[config.mk]
export PLATFORM = sky130hd
export DESIGN_NAME = ps2_key_decoder
export DESIGN_NICKNAME = d
export VERILOG_FILES = /design/src/rtl/ps2_pkg.sv /design/src/rtl/ps2_frame_rx.sv /design/src/rtl/ps2_key_decoder.sv
export SDC_FILE = /design/constraint.sdc
export NUM_CORES = 1
export LEC_CHECK = 0
export CAP_MARGIN = 25
export CORE_ASPECT_RATIO = 0.9
export CORE_MARGIN = 5
export CORE_UTILIZATION = 60
export DETAILED_ROUTE_END_ITERATION = 6
export PLACE_DENSITY = 0.79
export SYNTH_ARGS = -nofsm -noshare
export SYNTH_HDL_FRONTEND = slang
export SYNTH_HIERARCHICAL = 1
export SYNTH_SLANG_ARGS = --single-unit
[constraint.sdc]
create_clock -name clk -period 2.5 [get_ports clk]
set_clock_uncertainty 0.05 [all_clocks]
set_input_delay 0.75 -clock clk [delete_from_list [all_inputs] [get_ports clk]]
set_output_delay 0.75 -clock clk [all_outputs]
set_load 0.05 [all_outputs]
[src/rtl/ps2_pkg.sv]
`default_nettype none
// ============================================================================
//  Module   : ps2_pkg
//  Purpose  : Shared scan-code constants, key and frame-state encodings, and
//             the game-key lookup used by the PS/2 key decoder.
//  Revision : 1.0  initial release
// ============================================================================
package ps2_pkg;

  // PS/2 set-2 scan codes of interest
  localparam logic [7:0] SC_EXT   = 8'hE0;
  localparam logic [7:0] SC_BRK   = 8'hF0;
  localparam logic [7:0] SC_UP    = 8'h75;
  localparam logic [7:0] SC_LEFT  = 8'h6B;
  localparam logic [7:0] SC_RIGHT = 8'h74;
  localparam logic [7:0] SC_ENTER = 8'h5A;

  // Code presented to the game controller
  typedef enum logic [1:0] {
    KEY_UP    = 2'b00,
    KEY_LEFT  = 2'b01,
    KEY_RIGHT = 2'b10,
    KEY_ENTER = 2'b11
  } key_e;

  // Frame receiver states
  typedef enum logic [1:0] {
    ST_IDLE   = 2'b00,
    ST_DATA   = 2'b01,
    ST_PARITY = 2'b10,
    ST_STOP   = 2'b11
  } frame_state_e;

  typedef struct packed {
    logic hit;
    key_e key;
  } key_map_t;

  // Arrow keys only count with the E0 prefix, Enter only without it
  // (keypad Enter is E0 5A and is deliberately not a game key).
  function automatic key_map_t map_key(input logic ext, input logic [7:0] code);
    key_map_t m;
    m.hit = 1'b0;
    m.key = KEY_UP;
    if (ext) begin
      if (code == SC_UP) begin
        m.hit = 1'b1; m.key = KEY_UP;
      end else if (code == SC_LEFT) begin
        m.hit = 1'b1; m.key = KEY_LEFT;
      end else if (code == SC_RIGHT) begin
        m.hit = 1'b1; m.key = KEY_RIGHT;
      end
    end else if (code == SC_ENTER) begin
      m.hit = 1'b1; m.key = KEY_ENTER;
    end
    return m;
  endfunction

endpackage
`default_nettype wire

[src/rtl/ps2_frame_rx.sv]
`default_nettype none
// ============================================================================
//  Module   : ps2_frame_rx
//  Purpose  : Synchronises the raw PS/2 lines, detects falling clock edges
//             and assembles 11-bit frames (start, 8 data LSB first, odd
//             parity, stop) with an inter-edge timeout.
//  Ports    : clk, rst (async active-low), ps2_clk, ps2_data (raw inputs),
//             rx_byte[7:0], byte_rdy (1-cycle), frame_err (1-cycle)
//  Revision : 1.0  initial release
// ============================================================================
module ps2_frame_rx
  import ps2_pkg::*;
#(
  parameter int CLK_HZ      = 100000000,
  parameter int TIMEOUT_US  = 2000,
  parameter int SYNC_STAGES = 3
) (
  input  logic       clk,
  input  logic       rst,
  input  logic       ps2_clk,
  input  logic       ps2_data,
  output logic [7:0] rx_byte,
  output logic       byte_rdy,
  output logic       frame_err
);

  localparam int TMO_CYCLES = (CLK_HZ / 1000000) * TIMEOUT_US;
  localparam int TMO_W      = $clog2(TMO_CYCLES + 1);

  logic [SYNC_STAGES-1:0] r_clk_sync;
  logic [SYNC_STAGES-1:0] r_data_sync;
  frame_state_e           r_state;
  frame_state_e           w_state_nxt;
  logic [2:0]             r_bit_cnt;
  logic [7:0]             r_shift;
  logic                   r_parity;
  logic [TMO_W-1:0]       r_tmo_cnt;
  logic                   r_byte_rdy;
  logic                   r_frame_err;

  logic w_fall, w_data, w_timeout;
  logic w_start, w_shift_en, w_par_en, w_done, w_err;

  // Idle PS/2 lines are high, so the synchronisers reset to 1 to avoid a
  // spurious falling edge straight out of reset.
  always_ff @(posedge clk or negedge rst) begin
    if (!rst) begin
      r_clk_sync  <= '1;
      r_data_sync <= '1;
    end else begin
      r_clk_sync  <= {r_clk_sync[SYNC_STAGES-2:0], ps2_clk};
      r_data_sync <= {r_data_sync[SYNC_STAGES-2:0], ps2_data};
    end
  end

  assign w_fall    = r_clk_sync[SYNC_STAGES-1] & ~r_clk_sync[SYNC_STAGES-2];
  assign w_data    = r_data_sync[SYNC_STAGES-1];
  // Counter is held at zero on every edge, so hitting the limit means the
  // keyboard went silent mid-frame.
  assign w_timeout = (r_state != ST_IDLE) && !w_fall &&
                     (r_tmo_cnt == TMO_W'(TMO_CYCLES - 1));

  always_ff @(posedge clk or negedge rst) begin
    if (!rst) r_state <= ST_IDLE;
    else      r_state <= w_state_nxt;
  end

  always_comb begin
    w_state_nxt = r_state;
    w_start     = 1'b0;
    w_shift_en  = 1'b0;
    w_par_en    = 1'b0;
    w_done      = 1'b0;
    w_err       = 1'b0;
    if (w_timeout) begin
      w_state_nxt = ST_IDLE;
      w_err       = 1'b1;
    end else if (w_fall) begin
      case (r_state)
        ST_IDLE: begin
          if (!w_data) begin
            w_state_nxt = ST_DATA;
            w_start     = 1'b1;
          end
        end
        ST_DATA: begin
          w_shift_en = 1'b1;
          if (r_bit_cnt == 3'd7) w_state_nxt = ST_PARITY;
        end
        ST_PARITY: begin
          w_par_en    = 1'b1;
          w_state_nxt = ST_STOP;
        end
        ST_STOP: begin
          w_state_nxt = ST_IDLE;
          if (w_data && (^{r_shift, r_parity})) w_done = 1'b1;
          else                                  w_err  = 1'b1;
        end
        default: w_state_nxt = ST_IDLE;
      endcase
    end
  end

  always_ff @(posedge clk or negedge rst) begin
    if (!rst) begin
      r_bit_cnt   <= '0;
      r_shift     <= '0;
      r_parity    <= 1'b0;
      r_tmo_cnt   <= '0;
      r_byte_rdy  <= 1'b0;
      r_frame_err <= 1'b0;
    end else begin
      r_byte_rdy  <= w_done;
      r_frame_err <= w_err;
      if (w_start) begin
        r_bit_cnt <= '0;
      end else if (w_shift_en) begin
        r_bit_cnt <= r_bit_cnt + 3'd1;
        r_shift   <= {w_data, r_shift[7:1]};
      end
      if (w_par_en) r_parity <= w_data;
      if ((r_state == ST_IDLE) || w_fall) r_tmo_cnt <= '0;
      else                                r_tmo_cnt <= r_tmo_cnt + 1'b1;
    end
  end

  // The shift register is not touched again until the next frame's data
  // bits, so it is stable while byte_rdy is high.
  assign rx_byte   = r_shift;
  assign byte_rdy  = r_byte_rdy;
  assign frame_err = r_frame_err;

endmodule
`default_nettype wire

[src/rtl/ps2_key_decoder.sv]
`default_nettype none
// ============================================================================
//  Module   : ps2_key_decoder
//  Purpose  : Turns PS/2 keyboard frames into the 2-bit game key code.
//             Handles E0/F0 prefixes so only make events of up, left, right
//             (extended) and enter produce a key_valid strobe.
//  Ports    : clk, rst (async active-low), ps2_clk, ps2_data (raw inputs),
//             keyboard_signal[1:0] (held), key_valid (1-cycle),
//             frame_err (1-cycle)
//  Revision : 1.0  initial release
// ============================================================================
module ps2_key_decoder
  import ps2_pkg::*;
#(
  parameter int CLK_HZ      = 100000000,
  parameter int TIMEOUT_US  = 2000,
  parameter int SYNC_STAGES = 3
) (
  input  logic       clk,
  input  logic       rst,
  input  logic       ps2_clk,
  input  logic       ps2_data,
  output logic [1:0] keyboard_signal,
  output logic       key_valid,
  output logic       frame_err
);

  logic [7:0] w_byte;
  logic       w_byte_rdy;
  logic       w_frame_err;
  key_map_t   w_map;

  logic       r_ext;
  logic       r_brk;
  key_e       r_key;
  logic       r_key_valid;

  ps2_frame_rx #(
    .CLK_HZ      (CLK_HZ),
    .TIMEOUT_US  (TIMEOUT_US),
    .SYNC_STAGES (SYNC_STAGES)
  ) u_frame_rx (
    .clk       (clk),
    .rst       (rst),
    .ps2_clk   (ps2_clk),
    .ps2_data  (ps2_data),
    .rx_byte   (w_byte),
    .byte_rdy  (w_byte_rdy),
    .frame_err (w_frame_err)
  );

  assign w_map = map_key(r_ext, w_byte);

  always_ff @(posedge clk or negedge rst) begin
    if (!rst) begin
      r_ext       <= 1'b0;
      r_brk       <= 1'b0;
      r_key       <= KEY_UP;
      r_key_valid <= 1'b0;
    end else begin
      r_key_valid <= 1'b0;
      if (w_frame_err) begin
        // A corrupted frame may have eaten part of a prefix sequence.
        r_ext <= 1'b0;
        r_brk <= 1'b0;
      end else if (w_byte_rdy) begin
        if (w_byte == SC_EXT) begin
          r_ext <= 1'b1;
        end else if (w_byte == SC_BRK) begin
          r_brk <= 1'b1;
        end else if (r_brk) begin
          // Key release: swallow it and start fresh.
          r_ext <= 1'b0;
          r_brk <= 1'b0;
        end else begin
          r_ext <= 1'b0;
          if (w_map.hit) begin
            r_key       <= w_map.key;
            r_key_valid <= 1'b1;
          end
        end
      end
    end
  end

  assign keyboard_signal = r_key;
  assign key_valid       = r_key_valid;
  assign frame_err       = w_frame_err;

endmodule
`default_nettype wire

# After elaboration in Yosys (flattened, before gate mapping)
# Index checks and enable logic that the tools add are counted.
dict set report totals {
  regBits 45
  input_bits 4
  word_cells 98
}
dict set report classes {
  add_sub_neg 2
  n_eq_ne 15
  mux 45
  bitwise 7
  reduce_logical 16
}
# operator n
set ops {}
lappend ops {{== test 8 x 7 -> 1 bit, second input constant} 4}
lappend ops {{two-way mux 1 bit} 32}
lappend ops {{two-way mux 3 bit} 7}
lappend ops {{adder 18 x 1 -> 18 bit, second input constant} 1}
lappend ops {{== test 18 bit, second input constant} 1}
lappend ops {{two-way mux 18 bit} 1}
lappend ops {{== test 8 bit, second input constant} 2}
lappend ops {{parity 9 bit} 1}
lappend ops {{two-way mux 2 bit} 4}
lappend ops {{case mux 2 bit (4 select lines)} 1}
lappend ops {{nonzero test 2 bit} 4}
lappend ops {{inverter 1 bit} 6}
lappend ops {{AND reduction 2 bit} 3}
lappend ops {{AND reduction 6 bit} 1}
lappend ops {{== test 2 bit, second input constant} 2}
lappend ops {{adder 3 x 1 -> 3 bit, second input constant} 1}
lappend ops {{== test 3 bit, second input constant} 1}
lappend ops {{logical AND 1 bit} 3}
lappend ops {{inequality test 3 x 1 -> 1 bit, second input constant} 1}
lappend ops {{inequality test 3 x 2 -> 1 bit, second input constant} 1}
lappend ops {{inequality test 3 bit, second input constant} 1}
lappend ops {{AND reduction 3 bit} 1}
lappend ops {{== test 2 x 1 -> 1 bit, second input constant} 1}
lappend ops {{zero test 2 bit} 1}
lappend ops {{4 further kinds} 4}

# Longest topological paths before layout
dict set report depth {
  ltp_word 11
  ltp_mapped 7
  mapped_depth_nobuf 7
}

# By module
# The synthesis kept the hierarchy.
# mod n_inst cells_per_inst area_per_inst_um2 seq_area_each_um2
set by_module_without_submodules {}
lappend by_module_without_submodules {ps2_frame_rx 1 169 1869.3 1008.5}
lappend by_module_without_submodules {ps2_key_decoder 1 30 309.0 125.1}

# Least setup slack after synthesis
# Ideal clock, no wire load.
dict set report synth_timing {
  path_type {reg2reg}
  start {register u_frame_rx.r_shift[1], in the netlist u_frame_rx/rx_byte[1]}
  end {register r_key[1], in the netlist keyboard_signal[1]}
  setup_ns 0.080
  arrival_ns 1.602
  slack_ns 0.768
  stages_incl_launch_ff 4
  path_buffers 0
  period_less_slack_ns 1.732
  path_cell_list {dfrtp_1 > or4b_1 > or4_1 > a2bb2oi_1}
}
dict set report synth_between {
  elab_chain_len 6
}
# item line
set synth_rtl {}
lappend synth_rtl {{start, declared} ps2_frame_rx.sv:35} ;# logic [7:0] r_shift;
lappend synth_rtl {{start signal, assigned} ps2_frame_rx.sv:119} ;# r_shift <= {w_data, r_shift[7:1]};
lappend synth_rtl {{== test 8 x 7 -> 1 bit} ps2_pkg.sv:50} ;# end else if (code == SC_RIGHT) begin
lappend synth_rtl {{two-way mux 3 bit} ps2_pkg.sv:50}
lappend synth_rtl {{two-way mux 3 bit} ps2_pkg.sv:48} ;# end else if (code == SC_LEFT) begin
lappend synth_rtl {{two-way mux 3 bit} ps2_pkg.sv:46} ;# if (code == SC_UP) begin
lappend synth_rtl {{two-way mux 3 bit} ps2_pkg.sv:45} ;# if (ext) begin
lappend synth_rtl {{AND reduction 6 bit (no source line)} -}
lappend synth_rtl {{end signal, assigned} ps2_key_decoder.sv:78} ;# r_key <= w_map.key;
lappend synth_rtl {{end, declared} ps2_key_decoder.sv:35} ;# key_e r_key;
# Several ways; a longest one is shown, not always the timed one.
# A chain may end at the register's enable or synchronous reset.

# Worst setup path after layout
dict set report layout_timing {
  start {register r_key[0], in the netlist keyboard_signal[0]}
  end {output keyboard_signal[0]}
}
# item line
set layout_rtl {}
lappend layout_rtl {{end, declared} ps2_key_decoder.sv:23} ;# output logic [1:0] keyboard_signal,
# No word-level cell between the ends.

==> impl_metrics.env <==
export IMPL_status="completed"
export IMPL_synth_ff_type="dfrtp_1"
export IMPL_drive_gt1_frac=0.1542
export IMPL_cts_repair_resized=0
export IMPL_tritoncts="yes"
export IMPL_drcViolationCount=0
export IMPL_nFillCells=253
export IMPL_core_area_mm2=0.003428
export IMPL_clk_pin_slew_worst_paths_ns=0.08
export IMPL_grt_max_degree=46
export IMPL_cts_hold_repair_buffers=0
export IMPL_finalCriticalPeriod_ns=2.244
export IMPL_syn_nets=210
export IMPL_worstMarginPinSlew_ns=0.5443
export IMPL_pin_count=8
export IMPL_setup_tns_ns=0
export IMPL_p_leak_nw=1.060
export IMPL_setup_viol_count_final=0
export IMPL_crit_type="reg2out"
export IMPL_slew_headroom=0.6372
export IMPL_drv_slew=0
export IMPL_cp_slowest_cell="clkdlybuf4s50_1"
export IMPL_design_die_area_mm2=0.004937
export IMPL_end_kind="output pin"
export IMPL_hold_violations=0
export IMPL_drt_iter0_drc=125
export IMPL_synth_area_top_cells="dfrtp_1 (45%), dfstp_2 (7.2%), xor2_1 (4.8%)"
export IMPL_fmax_ghz=0.4455
export IMPL_yosysSeqAreaShare=0.5204
export IMPL_path_max_fanout=2
export IMPL_cpLargestDelayFamily="buffers and inverters"
export IMPL_ant_nets=0
export IMPL_grt_pass1_vias=1431
export IMPL_clockBufferDepth=2
export IMPL_setup_ws_ns=0.2555
export IMPL_yosys_register_bits=45
export IMPL_crit_buf_inv=1
export IMPL_numCtsBuffers=5
export IMPL_dp_slack_ns=0.5617
export IMPL_power_density_mw_per_mm2=901.4
export IMPL_gp_congestion=0.7694
export IMPL_clk_latency_ns=0.29
export IMPL_post_cts_repair_setup_buffers=0
export IMPL_slowest_delay_ns=0.80
export IMPL_port_buffers=7
export IMPL_yosysTopAreaCell="dfrtp_1"
export IMPL_cts_root_buffer="clkbuf_8"
export IMPL_dr_pass1_iters=4
export IMPL_cp_arrival_ns=1.44
export IMPL_cts_htree_levels=2
export IMPL_hpwl_um=2695
export IMPL_synth_top_area_frac=0.4480
export IMPL_syn_inst=199
export IMPL_clock_sinks=45
export IMPL_synth_edf_count=0
export IMPL_synth_cell_types=44
export IMPL_startpoint_type="flop"
export IMPL_grt_pass1_wl_um=6741
export IMPL_hold_class="reg2reg"
export IMPL_synthArstFlopShare=1.000
export IMPL_track_usage=0.1783
export IMPL_num_vias=1484
export IMPL_overflow=0
export IMPL_antenna_found_initial=0
export IMPL_grt_setup_unrepaired="false"
export IMPL_fin_crit_sh=0.8978
export IMPL_wl_per_cell_um=14.67
export IMPL_ir_worst_vdd_uv=610.2
export IMPL_initial_core_util=0.6354
export IMPL_max_cap_violations=0
export IMPL_diodes=0
export IMPL_crit_required_ns=1.70
export IMPL_yosys_warnings=6
export IMPL_seqCellArea_mm2=0.001134
export IMPL_area_delta_synth_final_pct=9.420
export IMPL_nets=224
export IMPL_crit_chain="clkdlybuf4s50_1"
export IMPL_synthesis_area_mm2=0.002178
export IMPL_die_w_um=73.52
export IMPL_vias_per_cell=5.752
export IMPL_rows=20
export IMPL_avgSynthCellArea_um2=10.95
export IMPL_die_h_um=67.16
export IMPL_multi_input_area_mm2=0.001006
export IMPL_wl_um=3784
-- cell usage after synthesis (2+ instances only) --
library cell / count
mux2_2: 9
inv_1: 5
a2bb2oi_1: 2
xor2_1: 12
nand3_1: 10
nor2_1: 26
ha_1: 7
nand2b_1: 3
and3_1: 3
o21ai_0: 7
dfstp_2: 6
nand2_1: 16
dfrtp_1: 39
nand4_1: 3
nor3_1: 4
xnor2_1: 9
nor2b_1: 3
a21oi_1: 6
a22o_1: 2
nor4b_1: 2
nor4_1: 2
-- per-stage QoR --
step                total power [mW]  instances  area, µm²    util  hold slack (ns)
floorplan                      1.575        199       2178       -           0.2952
global placement               1.680        250       2301  0.6712           0.2975
detailed placement             1.735        250       2301  0.6712           0.2994
CTS                            2.167        258       2384  0.6953           0.3105
global route                   2.308        258       2384  0.6953           0.3165
finish                         2.149        258       2384  0.6953           0.3089
-- power breakdown --
group / leakage, nW / internal (mW) / switching [mW]
clock: 0.0450 / 0.194 / 0.224
sequential: 0.590 / 0.867 / 0.170
combinational: 0.426 / 0.354 / 0.340
total: 1.06 / 1.41 / 0.734
-- path summary, 6_finish.rpt --
path / start / end / slack [ns] / cells past startpoint
setup / recovery: keyboard_signal[0] / keyboard_signal[0] / 0.26 / 1
hold / removal: u_frame_rx/r_clk_sync[0] / u_frame_rx/r_clk_sync[1] / 0.31 / 0
setup reg to reg: u_frame_rx/r_state[0] / u_frame_rx/rx_byte[4] / 0.56 / 5
hold reg to reg: u_frame_rx/r_clk_sync[0] / u_frame_rx/r_clk_sync[1] / 0.31 / 0
max in group asynchronous: rst / u_frame_rx/r_data_sync[1] / 1.54 / 2
min in group asynchronous: rst / u_frame_rx/rx_byte[1] / 0.48 / 2
-- state kept, by name, summed over array words and instances, names as in the netlist, 2 cells and up --
signal / count
keyboard_signal: 2
u_frame_rx/r_state: 2
u_frame_rx/r_clk_sync: 3
u_frame_rx/r_data_sync: 3
u_frame_rx/r_tmo_cnt: 18
u_frame_rx/r_bit_cnt: 3
u_frame_rx/rx_byte: 8
-- routing by layer --
layer  global-route usage  vias to the layer above  wire length, µm
met3              0.04018                        2              139
li1                     -                      717                -
met2               0.2887                       23             1866
met5                    0                        -                0
met1               0.2376                      742             1759
met4              0.06109                        0               19
-- layout make-up --
class,instances,area share
Multi-Input combinational cell,146,0.4220
Clock buffer,6,0.03045
Tap cell,44,0.02310
Inverter,5,0.007874
Clock inverter,2,0.004199
Timing Repair Buffer,10,0.03675
Sequential cell,45,0.4756
-- placed cells by master (no fill, tap or decap), types with 6 or more instances in the layout --
cell             instances
dfrtp_1                 39
nor2_1                  26
clkdlybuf4s50_1          6
nand2_1                 16
ha_1                     7
dfstp_2                  6
a21oi_1                  6
o21ai_0                  7
xnor2_1                  9
nand3_1                 10
mux2_2                   9
xor2_1                  12
-- kinds of logic after synthesis --
group	Yosys count	share of synthesized area
multiplexers	9	0.04653
XOR/XNOR	22	0.09477
AND/OR/NAND/NOR	85	0.2062
AO/OA/AOI/OAI	23	0.07410
buffers and inverters	8	0.01780
flip-flops	45	0.5204
adder cells (fa/ha/maj)	7	0.04020
Power figures use the tool's default switching activity.
